===== config.mk =====
export PLATFORM = sky130hd
export DESIGN_NAME = mmn_argmax_reader
export DESIGN_NICKNAME = d
export VERILOG_FILES = /design/src/rtl/mmn_argmax_reader.sv
export SDC_FILE = /design/constraint.sdc
export NUM_CORES = 1
export LEC_CHECK = 0
export CAP_MARGIN = 20
export CELL_PAD_IN_SITES_DETAIL_PLACEMENT = 1
export CELL_PAD_IN_SITES_GLOBAL_PLACEMENT = 1
export CORE_UTILIZATION = 36
export DETAILED_ROUTE_END_ITERATION = 12
export GPL_ROUTABILITY_DRIVEN = 1
export PLACE_DENSITY = 0.86
export RECOVER_POWER = 100
export SLEW_MARGIN = 20
export SYNTH_ARGS = -nofsm -noshare
export SYNTH_HDL_FRONTEND = slang
export SYNTH_SLANG_ARGS = --single-unit

===== constraint.sdc =====
create_clock -name clk -period 3.3 [get_ports clk]
set_input_delay 0.825 -clock clk [delete_from_list [all_inputs] [get_ports clk]]
set_output_delay 0.825 -clock clk [all_outputs]
set_load 0.005 [all_outputs]

===== src/rtl/mmn_argmax_reader.sv =====
// Sequential argmax over one captured class-score vector, one score per cycle.
// Returns the lowest index holding the maximum score through a valid/ready handshake.
module mmn_argmax_reader #(
  parameter int  NUM_CLASSES = 10,
  parameter int  PX_SIZE     = 8,
  parameter bit  SIGNED      = 1'b0,
  localparam int IDX_W       = (NUM_CLASSES > 1) ? $clog2(NUM_CLASSES) : 1
) (
  input  logic                                clk,
  input  logic                                rst_n,
  input  logic [NUM_CLASSES-1:0][PX_SIZE-1:0] scores_in,
  input  logic                                scores_valid,
  output logic                                scores_ready,
  output logic [IDX_W-1:0]                    class_out,
  output logic [PX_SIZE-1:0]                  max_score,
  output logic                                class_valid,
  input  logic                                class_ready,
  output logic                                busy
);

  typedef enum logic [1:0] {
    S_IDLE = 2'd0,
    S_SCAN = 2'd1,
    S_DONE = 2'd2
  } state_t;

  localparam logic [IDX_W-1:0] LAST_IDX = IDX_W'(NUM_CLASSES - 1);

  function automatic logic score_gt(input logic [PX_SIZE-1:0] a, input logic [PX_SIZE-1:0] b);
    logic r;
    if (SIGNED) begin
      r = ($signed(a) > $signed(b));
    end else begin
      r = (a > b);
    end
    return r;
  endfunction

  state_t                               r_state, w_state;
  logic [NUM_CLASSES-1:0][PX_SIZE-1:0]  r_cap, w_cap;
  logic [IDX_W-1:0]                     r_cnt, w_cnt;
  logic [PX_SIZE-1:0]                   r_best, w_best;
  logic [IDX_W-1:0]                     r_best_idx, w_best_idx;
  logic                                 r_ready, w_ready;
  logic                                 r_valid, w_valid;
  logic                                 r_busy, w_busy;
  logic [IDX_W-1:0]                     r_class, w_class;
  logic [PX_SIZE-1:0]                   r_max, w_max;
  logic [PX_SIZE-1:0]                   w_sel;
  logic                                 w_gt;

  // Score currently addressed by the scan counter.
  always_comb begin
    w_sel = '0;
    for (int i = 0; i < NUM_CLASSES; i++) begin
      w_sel = (r_cnt == IDX_W'(i)) ? r_cap[i] : w_sel;
    end
  end

  // Next-state and next-output logic; equal scores never replace best so ties go low.
  always_comb begin
    w_state    = r_state;
    w_cap      = r_cap;
    w_cnt      = r_cnt;
    w_best     = r_best;
    w_best_idx = r_best_idx;
    w_ready    = r_ready;
    w_valid    = r_valid;
    w_busy     = r_busy;
    w_class    = r_class;
    w_max      = r_max;
    w_gt       = score_gt(w_sel, r_best);
    case (r_state)
      S_IDLE: begin
        if (r_ready && scores_valid) begin
          w_cap      = scores_in;
          w_best     = scores_in[0];
          w_best_idx = '0;
          w_cnt      = IDX_W'(1);
          w_ready    = 1'b0;
          w_busy     = 1'b1;
          if (NUM_CLASSES == 32'sd1) begin
            w_state = S_DONE;
            w_valid = 1'b1;
            w_class = '0;
            w_max   = scores_in[0];
          end else begin
            w_state = S_SCAN;
          end
        end else begin
          w_ready = 1'b1;
        end
      end
      S_SCAN: begin
        w_best     = w_gt ? w_sel : r_best;
        w_best_idx = w_gt ? r_cnt : r_best_idx;
        w_cnt      = r_cnt + IDX_W'(1);
        if (r_cnt == LAST_IDX) begin
          w_state = S_DONE;
          w_valid = 1'b1;
          w_class = w_best_idx;
          w_max   = w_best;
        end else begin
          w_state = S_SCAN;
        end
      end
      S_DONE: begin
        if (class_ready) begin
          w_state = S_IDLE;
          w_valid = 1'b0;
          w_ready = 1'b1;
          w_busy  = 1'b0;
        end else begin
          w_state = S_DONE;
        end
      end
      default: begin
        w_state = S_IDLE;
        w_valid = 1'b0;
        w_ready = 1'b0;
        w_busy  = 1'b0;
      end
    endcase
  end

  // FSM state register.
  always_ff @(posedge clk or negedge rst_n) begin
    if (!rst_n) begin
      r_state <= S_IDLE;
    end else begin
      r_state <= w_state;
    end
  end

  // Datapath and registered handshake outputs.
  always_ff @(posedge clk or negedge rst_n) begin
    if (!rst_n) begin
      r_cap      <= '0;
      r_cnt      <= '0;
      r_best     <= '0;
      r_best_idx <= '0;
      r_ready    <= 1'b0;
      r_valid    <= 1'b0;
      r_busy     <= 1'b0;
      r_class    <= '0;
      r_max      <= '0;
    end else begin
      r_cap      <= w_cap;
      r_cnt      <= w_cnt;
      r_best     <= w_best;
      r_best_idx <= w_best_idx;
      r_ready    <= w_ready;
      r_valid    <= w_valid;
      r_busy     <= w_busy;
      r_class    <= w_class;
      r_max      <= w_max;
    end
  end

  assign scores_ready = r_ready;
  assign class_valid  = r_valid;
  assign class_out    = r_class;
  assign max_score    = r_max;
  assign busy         = r_busy;

endmodule

==> run_results.csv <==
group,metric,value,unit
status,outcome,"finished with violations",
status,violations,"max-capacitance violations, max-slew violations, negative setup slack",
flow_run,maxCapViolations,1,
critical_path,worstReg2RegEnd,"r_best[5]",
floorplan,die-area,16900,µm²
clock_tree,clock-root-buffer,"clkbuf_16",
sta,relSlewSlack,-5.18,%
sta,fmax,0.282,GHz
synth,synth_edf_count,0,
critical_path,required,3.62,ns
layout,fin_util,55.3,%
global_route,antenna_found_initial,0,
power,ir_drop,0.000628,V
synth,syn-cell-area,5900,µm²
sta,period_minus_slack,3.55,ns
critical_path,critical_path_class,"flip-flop to flip-flop",
critical_path,reg2reg_depth,15,
sta,drv_slew,114,
routing,vias,5924,
sta,finalSetupTns,-3.00,ns
layout,drive_above_1_share,23.4,%
layout,final_cell_mix,"nand2_1, dfrtp_1, clkdlybuf4s50_1",
global_route,grt_max_degree,114,
synth,async_flop_share,100,%
sta,worst_slew_pin_slew,1.58,ns
clock_tree,cts.sinks,113,
critical_path,end_kind,"flip-flop",
sta,hold_viol,0,
floorplan,io_pins,99,
layout,final_common_cell,"nand2_1",
placement,post-place-ws,-0.363,ns
hold_path,hold_class,"flip-flop to flip-flop",
clock_tree,clk_pin_slew_worst_paths,0.06,ns
routing,ant_nets,0,
routing,first_pass_iters,6,
critical_path,critPathMaxFanout,8,
placement,io_buffer_count,98,
sta,finalCritPeriodShare,108,%
synth,synth_cell_type_count,51,
synth,ys_seq_elements,113,
layout,nFillCells,1772,
synth,syn_inst,683,
routing,viasPerCell,5.62,
clock_tree,cts_buffers,17,
floorplan,die_x,130,µm
global_route,grt_pass1_wl,32400,µm
global_route,grt_pass1_vias,6136,
clock_tree,tritoncts,"built",
clock_tree,ctsLongestPathBuffers,2,
synth,synth.avg_cell_area,8.64,µm²
power,power_density,1330,nW/µm²
critical_path,critPathArrivalTime,3.87,ns
clock_tree,clock_latency,0.44,ns
synth,synth.yosys.seq_area_share,47.9,%
sta,rsz0062_at_grt,"true",
synth,yosys_warnings,0,
sta,skew,0.0121,ns
floorplan,coreArea,15900,µm²
floorplan,fp-row-count,46,
layout,syn_to_final_growth,49.5,%
hold_path,hold_end,"class_out[1]",
routing,drc,0,
floorplan,die_y,130,µm
routing,finalWirelength,24200,µm
global_route,grt-ovfl-total,0,
routing,avgRoutedWirePerCell,22.9,µm
critical_path,critPathLaunchType,"flip-flop",
critical_path,reg2reg_from,"r_cnt[1]",
placement,dp_hpwl,13000,µm
layout,antenna_cells,0,
sta,fin_ws,-0.248,ns
sta,holdWs,0.484,ns
sta,setup_viol,23,
floorplan,initial_core_util,37.0,%
synth,synthesis.nets,779,
hold_path,hold_depth,2,
placement,gp_congestion,0.866,
hold_path,worstHoldStart,"class_out[1]",
synth,synthFlopType,"dfrtp_1",
routing,drt_iter0_markers,541,
clock_tree,h-tree-depth,4,
layout,fin_nets,921,
global_route,track_usage,25.6,%
power,p_leak,0.00406,µW
critical_path,r2r_slack,-0.25,ns
[flip-flops by register name, indices dropped and copies added, names as in the netlist]
register and count:
r_cap 80, max_score 8, r_best 8, class_out 4, r_best_idx 4, r_cnt 4
r_state 2, busy 1, class_valid 1, scores_ready 1
[area by class of cell]
class / instances / area [µm²] / share of cell area, %
tap: 216 / 270 / 3.06
timing repair buffer: 168 / 1730 / 19.6
inverter: 28 / 110 / 1.25
multi-input combinational: 497 / 3260 / 37.0
clock buffer: 21 / 460 / 5.22
sequential: 113 / 2830 / 32.1
clock inverter: 11 / 160 / 1.82
[routing by layer]
metal / wire length (µm) / GRT usage [%] / up-vias
met5: 0 / 0 / -
met4: 1190 / 11.7 / 0
met3: 1280 / 5.70 / 99
met2: 12200 / 44.4 / 266
met1: 9510 / 30.2 / 2963
li1: - / - / 2596
[kinds of logic (layout without fill, tap and decap cells)]
| family | Yosys count | in the layout | synth area share, % |
|---|---|---|---|
| and+or+nand+nor | 347 | 348 | 26.6 |
| AOI/OAI and AO/OA | 134 | 134 | 17.0 |
| DFF | 113 | 113 | 47.9 |
| buffers and inverters | 74 | 228 | 5.41 |
| adders and majority gates | 12 | 12 | 2.55 |
| muxes | 3 | 3 | 0.509 |
[Yosys cell counts, types with 11 or more instances]
cell      count  area, µm²
a21oi_1      22        110
buf_2        19       95.1
clkbuf_1     22       82.6
dfrtp_1     113       2830
ha_1         12        150
inv_1        28        105
nand2_1     247        927
nand3_1      11       55.1
nand3b_1     18        135
nand4_1      12       75.1
nor2_1       11       41.3
nor2b_1      19        119
o21ai_0      34        170
o221ai_1     13        114
[where the power goes]
group          switching (µW)  internal (µW)  leakage (µW)
sequential                556           2050       0.00141
combinational            3960           3200       0.00235
clock                     693           1290      0.000303
total                    5210           6550       0.00406
[worst max-delay path, cell delays in order (launching register included)]
cell and delay (ns):
dfrtp_1 0.40, inv_2 0.11, ha_4 0.18, buf_6 0.14, and3b_2 0.31, a22oi_2 0.27, o21ai_0 0.12, o21ba_2 0.28
inv_2 0.05, ha_4 0.29, nand3_4 0.12, o21bai_4 0.24, a2111oi_4 0.34, buf_4 0.21, nor2_4 0.07, o221ai_1 0.28
[through the flow]
stage | cells | total power [µW] | area [µm²]
floorplan | 683 | 5240 | 5900
global placement | 992 | 6840 | 7320
detailed placement | 992 | 7100 | 7320
CTS | 1037 | 9800 | 8270
global route | 1054 | 12200 | 8820
finish | 1054 | 11800 | 8820
[worst max path at each step]
stage	slack [ns]	to	cells past startpoint	from
2_1_floorplan	0.08	r_best[0]	15	r_cnt[1]
3_3_place_gp	-0.24	r_best[0]	15	r_cnt[0]
3_5_place_dp	-0.36	r_best_idx[0]	14	r_cnt[1]
4_1_cts	0.001	r_best[0]	17	r_cnt[1]
5_1_grt	-0.29	r_best[4]	16	r_cnt[1]
6_report	-0.25	r_best[5]	15	r_cnt[1]
[timing repair]
action	CTS	global route
gates resized for setup	45	84
setup endpoints to repair	24	24
hold buffers	0	0
cloned	2	4
setup buffers	11	14
pin swaps	6	41
(Power assumes the default switching activity.)
